--- src/rtl/fifo_prog_pack.sv ---
// Shared constants and types for the programmable synchronous FIFO.
// Default geometry plus the read-mode encoding used by instantiating blocks.
package fifo_prog_pack;

    localparam int FIFO_WIDTH_DEF = 16;
    localparam int FIFO_DEPTH_DEF = 8;
    localparam int CNT_W_DEF      = $clog2(FIFO_DEPTH_DEF + 1);

    typedef enum logic {
        STD  = 1'b0,
        FWFT = 1'b1
    } fifo_mode_e;

    typedef logic [CNT_W_DEF-1:0] fifo_cnt_t;

endpackage

--- src/rtl/fifo_prog_mem.sv ---
// Simple dual-port storage: one write port, one registered read port.
// WRITE_FIRST forwards same-address write data onto the read register.
module fifo_prog_mem #(
    parameter int WIDTH       = 16,
    parameter int DEPTH       = 8,
    parameter bit WRITE_FIRST = 1'b0,
    parameter int ADDR_W      = $clog2(DEPTH)
) (
    input  logic              clk,
    input  logic              rst_n,
    input  logic              we,
    input  logic [ADDR_W-1:0] waddr,
    input  logic [WIDTH-1:0]  wdata,
    input  logic              re,
    input  logic [ADDR_W-1:0] raddr,
    output logic [WIDTH-1:0]  rdata
);

    logic [WIDTH-1:0] mem [DEPTH];

    always_ff @(posedge clk) begin
        if (we) begin
            mem[waddr] <= wdata;
        end
    end

    // Storage itself is never reset; only the read register is.
    always_ff @(posedge clk or negedge rst_n) begin
        if (!rst_n) begin
            rdata <= '0;
        end else if (re) begin
            if (WRITE_FIRST && we && (waddr == raddr)) begin
                rdata <= wdata;
            end else begin
                rdata <= mem[raddr];
            end
        end
    end

endmodule

--- src/rtl/sync_fifo_prog.sv ---
// Single-clock FIFO with arbitrary depth, optional first-word-fall-through,
// programmable almost-full/almost-empty thresholds, flush and read-valid.
module sync_fifo_prog #(
    parameter int FIFO_WIDTH = fifo_prog_pack::FIFO_WIDTH_DEF,
    parameter int FIFO_DEPTH = fifo_prog_pack::FIFO_DEPTH_DEF,
    parameter int FWFT       = 0,
    parameter int CNT_W      = $clog2(FIFO_DEPTH + 1)
) (
    input  logic                  clk,
    input  logic                  rst_n,
    input  logic                  flush,
    input  logic                  wr_en,
    input  logic [FIFO_WIDTH-1:0] data_in,
    input  logic                  rd_en,
    input  logic [CNT_W-1:0]      af_thresh,
    input  logic [CNT_W-1:0]      ae_thresh,
    output logic [FIFO_WIDTH-1:0] data_out,
    output logic                  rd_valid,
    output logic                  wr_ack,
    output logic                  overflow,
    output logic                  underflow,
    output logic                  full,
    output logic                  empty,
    output logic                  almostfull,
    output logic                  almostempty,
    output logic [CNT_W-1:0]      count
);

    localparam int PTR_W     = $clog2(FIFO_DEPTH);
    localparam bit FWFT_MODE = (FWFT == int'(fifo_prog_pack::FWFT));

    logic [PTR_W-1:0] wr_ptr;
    logic [PTR_W-1:0] rd_ptr;
    logic [PTR_W-1:0] rd_ptr_nxt;
    logic [CNT_W-1:0] count_nxt;
    logic             rd_acc;
    logic             wr_acc;
    logic             mem_we;
    logic             mem_re;
    logic [PTR_W-1:0] mem_raddr;

    // Explicit wrap keeps non-power-of-2 depths correct.
    function automatic logic [PTR_W-1:0] ptr_inc(input logic [PTR_W-1:0] p);
        return (p == PTR_W'(FIFO_DEPTH - 1)) ? '0 : p + 1'b1;
    endfunction

    assign full        = (count == CNT_W'(FIFO_DEPTH));
    assign empty       = (count == '0);
    assign almostfull  = (count >= af_thresh);
    assign almostempty = (count <= ae_thresh);

    assign rd_acc = rd_en & ~empty;
    assign wr_acc = wr_en & (~full | rd_en);

    always_comb begin
        rd_ptr_nxt = rd_acc ? ptr_inc(rd_ptr) : rd_ptr;
        count_nxt  = count;
        if (wr_acc && !rd_acc) begin
            count_nxt = count + 1'b1;
        end else if (rd_acc && !wr_acc) begin
            count_nxt = count - 1'b1;
        end
    end

    always_ff @(posedge clk or negedge rst_n) begin
        if (!rst_n) begin
            wr_ptr    <= '0;
            rd_ptr    <= '0;
            count     <= '0;
            wr_ack    <= 1'b0;
            overflow  <= 1'b0;
            underflow <= 1'b0;
            rd_valid  <= 1'b0;
        end else if (flush) begin
            wr_ptr    <= '0;
            rd_ptr    <= '0;
            count     <= '0;
            wr_ack    <= 1'b0;
            overflow  <= 1'b0;
            underflow <= 1'b0;
            rd_valid  <= 1'b0;
        end else begin
            if (wr_acc) begin
                wr_ptr <= ptr_inc(wr_ptr);
            end
            rd_ptr    <= rd_ptr_nxt;
            count     <= count_nxt;
            wr_ack    <= wr_acc;
            overflow  <= wr_en & ~wr_acc;
            underflow <= rd_en & ~rd_acc;
            rd_valid  <= FWFT_MODE ? (count_nxt != '0) : rd_acc;
        end
    end

    // FWFT prefetches the post-edge head every cycle; a write landing on
    // that slot is forwarded so a word entering an empty FIFO shows at once.
    assign mem_we    = wr_acc & ~flush;
    assign mem_re    = FWFT_MODE ? ~flush : (rd_acc & ~flush);
    assign mem_raddr = FWFT_MODE ? rd_ptr_nxt : rd_ptr;

    fifo_prog_mem #(
        .WIDTH       (FIFO_WIDTH),
        .DEPTH       (FIFO_DEPTH),
        .WRITE_FIRST (FWFT_MODE),
        .ADDR_W      (PTR_W)
    ) u_mem (
        .clk   (clk),
        .rst_n (rst_n),
        .we    (mem_we),
        .waddr (wr_ptr),
        .wdata (data_in),
        .re    (mem_re),
        .raddr (mem_raddr),
        .rdata (data_out)
    );

endmodule
--- config.mk ---
export PLATFORM = sky130hd
export DESIGN_NAME = sync_fifo_prog
export DESIGN_NICKNAME = d
export VERILOG_FILES = /design/src/rtl/fifo_prog_pack.sv /design/src/rtl/fifo_prog_mem.sv /design/src/rtl/sync_fifo_prog.sv
export SDC_FILE = /design/constraint.sdc
export NUM_CORES = 1
export LEC_CHECK = 0
export ABC_AREA = 0
export CAP_MARGIN = 10
export CELL_PAD_IN_SITES_DETAIL_PLACEMENT = 1
export CELL_PAD_IN_SITES_GLOBAL_PLACEMENT = 1
export CORE_ASPECT_RATIO = 1.1
export CORE_MARGIN = 1.5
export CORE_UTILIZATION = 35
export DETAILED_ROUTE_END_ITERATION = 7
export PLACE_DENSITY = 0.64
export SLEW_MARGIN = 10
export SYNTH_ARGS = -nofsm -noshare
export SYNTH_HDL_FRONTEND = slang
export SYNTH_HIERARCHICAL = 1
export SYNTH_SLANG_ARGS = --single-unit
--- constraint.sdc ---
create_clock -name clk -period 3.35 [get_ports clk]
set_clock_uncertainty 0.2 [all_clocks]
set_input_delay 0.67 -clock clk [delete_from_list [all_inputs] [get_ports clk]]
set_output_delay 0.67 -clock clk [all_outputs]
set_load 0.01 [all_outputs]
==> flow_metrics.tcl <==
set metrics [dict create \
    synth.largest_area_cell "edfxtp_1" \
    avgViaCountPerCell 5.17 \
    syn_inst 428 \
    crit_path_end_kind "primary output" \
    wl_per_cell_um 19.6 \
    irDropWorstVdd_uv 374 \
    netlist_top_cells_area "edfxtp_1, dfrtp_1, mux2i_1, nor2b_1, ha_1" \
    comb_power_share 0.233 \
    route.detailed.drc 0 \
    wl_met3_um 631 \
    die_area_um2 19900 \
    p_sw_mw 1.66 \
    grt_antenna_before_repair 1 \
    cp_max_fo 1 \
    hold_viol 0 \
    clockRootBuffer "clkbuf_16" \
    yosysUniqueCellTypes 38 \
    syn_nets 472 \
    swShare 0.282 \
    ant_nets 0 \
    area_delta_synth_final_pct 22.6 \
    die_h_um 148 \
    maxCapViolCount 0 \
    chipWidth_um 135 \
    grt_pass1_wl_um 23500 \
    finalWorstSetupSlack_ns 0.184 \
    avgSynthCellArea_um2 15.6 \
    worstReg2RegEnd "count[3]" \
    cts.sinks 158 \
    clock_path_buffers 2 \
    setup_violations 0 \
    startpoint_type "input pin" \
    routed_wl_um 14800 \
    fp-row-count 52 \
    grt.overflow.total 0 \
    drive_above_1_share 0.127 \
    clkLatencyLatePin_ns 0.43 \
    hpwl_um 9080 \
    clockPowerShare 0.336 \
    route.met2.wl_um 7490 \
    cts_tree "done" \
    cts_buffers 17 \
    rrSetupSlack_ns 0.37 \
    htreeDepth 4 \
    worst_pin_slew_ns 1.18 \
    cp.arrival_ns 2.30 \
    vias 3900 \
    yosys_warnings 6 \
    place_ws_ns -0.203 \
    highest_layer "met5" \
    rsz0062_at_grt "no" \
    register_area_um2 4600 \
    start_util 0.360 \
    relSlewSlack 0.213 \
    first_global_vias 4233 \
    multiInputGateArea_um2 1870 \
    p_seq_frac 0.431 \
    r2r-start "count[1]" \
    nets 543 \
    min_period_ns 3.17 \
    wl_met1_um 6400 \
    hold_class "input pin to async pin" \
    fmax_mhz 316 \
    grt_max_degree 84 \
    pin_count 57 \
    drv_slew 0 \
    r2r_cells 8 \
    yosysTopAreaCellShare 0.575 \
    cts.clk_slew.worst_paths_ns 0.06 \
    synth_seq_cells 158 \
    intPower_mw 4.24 \
    status "completed" \
    synth_seq_area_share 0.688 \
    coreArea_um2 18500 \
    diodes 0 \
    nFillCells 1854 \
    drtIter0Drc 204 \
    fin_tns_setup_ns 0 \
    leakage_nw 2.99 \
    p_per_area_nw_per_um2 720 \
    crit_type "input pin to primary output" \
    first_pass_iters 4 \
    io_buffers 56 \
    layout_worst_path_cycle_share 0.945 \
    grt_use_total 0.160 \
    cp_data_required_time_ns 2.48 \
    ctsHoldBuffers 0 \
    mappedNetlistArea_um2 6680 \
    gp_congestion 0.753 \
]
-- how the worst max path moves through the flow --
stage	end	cells past startpoint	startpoint
after floorplan	u_mem/mem[0][0]	6	rd_en
after global placement	almostempty	8	ae_thresh[1]
after detailed placement	almostempty	8	ae_thresh[1]
after CTS	almostempty	8	ae_thresh[1]
after global routing	almostempty	8	ae_thresh[1]
final	almostfull	7	af_thresh[0]
-- power groups by stage --
stage | sequential [mW] | clock (mW) | combinational, mW
4_1_cts | 2.55 | 2.02 | 1.40
5_1_grt | 2.58 | 2.10 | 1.51
3_5_place_dp | 2.59 | 0 | 1.39
6_report | 2.54 | 1.98 | 1.37
3_3_place_gp | 2.58 | 0 | 1.35
2_1_floorplan | 2.46 | 0 | 0.938
-- synth_stat cells (all sizes together) --
| cell | count |
|---|---|
| a22oi | 16 |
| nor3 | 3 |
| nand4 | 1 |
| ha | 14 |
| or4 | 1 |
| or3 | 3 |
| a21oi | 4 |
| or3b | 1 |
| nand2b | 6 |
| a41o | 16 |
| inv | 10 |
| nand4b | 1 |
| fa | 1 |
| nor2b | 34 |
| a21o | 4 |
| nand3 | 19 |
| a211o | 16 |
| o311a | 1 |
| buf | 18 |
| nor4b | 2 |
| dfrtp | 30 |
| a211oi | 2 |
| xnor2 | 3 |
| nand2 | 8 |
| o21a | 2 |
| o21ai | 4 |
| mux2i | 52 |
| edfxtp | 128 |
| a31oi | 2 |
| nor2 | 18 |
| clkbuf | 8 |
-- metal layers --
metal,up-vias,track usage
met5,-,0
met4,2,0.0457
met3,24,0.0501
met2,84,0.272
met1,2010,0.194
li1,1780,-
-- placed cells by master, fill, tap and decap left out, types with 4 or more instances in the layout --
master / synthesis / layout
ha_1: 14 / 14
clkdlybuf4s50_1: 0 / 53
buf_12: 1 / 4
a211o_1: 16 / 16
nor2_1: 18 / 17
nand2b_1: 5 / 5
dfrtp_1: 30 / 29
a21oi_1: 4 / 4
mux2i_1: 52 / 52
a41o_1: 16 / 16
buf_4: 7 / 18
clkbuf_16: 0 / 17
nand2_1: 7 / 7
a21o_1: 4 / 4
edfxtp_1: 128 / 128
nand3_1: 19 / 19
inv_1: 10 / 10
a22oi_1: 16 / 16
nor2b_1: 34 / 34
-- cells by family after synthesis --
group                    count (synthesis)  share of synthesized area
flip-flops                             158                      0.688
AND/OR/NAND/NOR                         97                     0.0809
AO/OA/AOI/OAI                           67                     0.0865
multiplexers                            52                     0.0779
buffers and inverters                   36                     0.0341
adder cells (fa/ha/maj)                 15                     0.0292
XOR/XNOR                                 3                    0.00393
-- final cells by class --
| class | instances | share of cell area |
|---|---|---|
| flip-flops and latches | 158 | 0.561 |
| multi-input cells | 234 | 0.229 |
| repair buffers | 78 | 0.0933 |
| clock buffers | 19 | 0.0553 |
| well taps | 243 | 0.0371 |
| clock inverters | 13 | 0.0199 |
| inverters | 10 | 0.00458 |
-- stage by stage --
step | instances | power [mW] | hold slack, ns | utilization | cell area [µm²]
after floorplan | 428 | 3.40 | 0.174 | - | 6680
after global placement | 723 | 3.93 | 0.363 | 0.409 | 7580
after detailed placement | 723 | 3.98 | 0.386 | 0.409 | 7580
after CTS | 755 | 5.98 | 0.182 | 0.442 | 8200
after global routing | 755 | 6.19 | 0.201 | 0.442 | 8190
final | 755 | 5.90 | 0.165 | 0.442 | 8190
-- state kept, by name, summed over array words and instances (netlist names) --
name / flops
mem_raddr: 3
wr_ack: 1
wr_ptr: 3
count: 4
underflow: 1
u_mem/rdata: 16
u_mem/mem: 128
overflow: 1
rd_valid: 1
-- repair_timing --
action | in CTS | in global routing
setup buffers | 0 | 0
resized for setup | 2 | 3
endpoints found under the setup margin | 2 | 1
hold endpoints to repair | 0 | 0
-- worst max-delay path, cell delays in order --
cell,delay (ns)
clkdlybuf4s50_1,0.41
ha_1,0.28
nand2b_1,0.14
a21o_1,0.18
a21o_1,0.17
a21o_1,0.17
dlygate4sd2_1,0.28
Note: power is estimated with default switching activity, not from simulation.
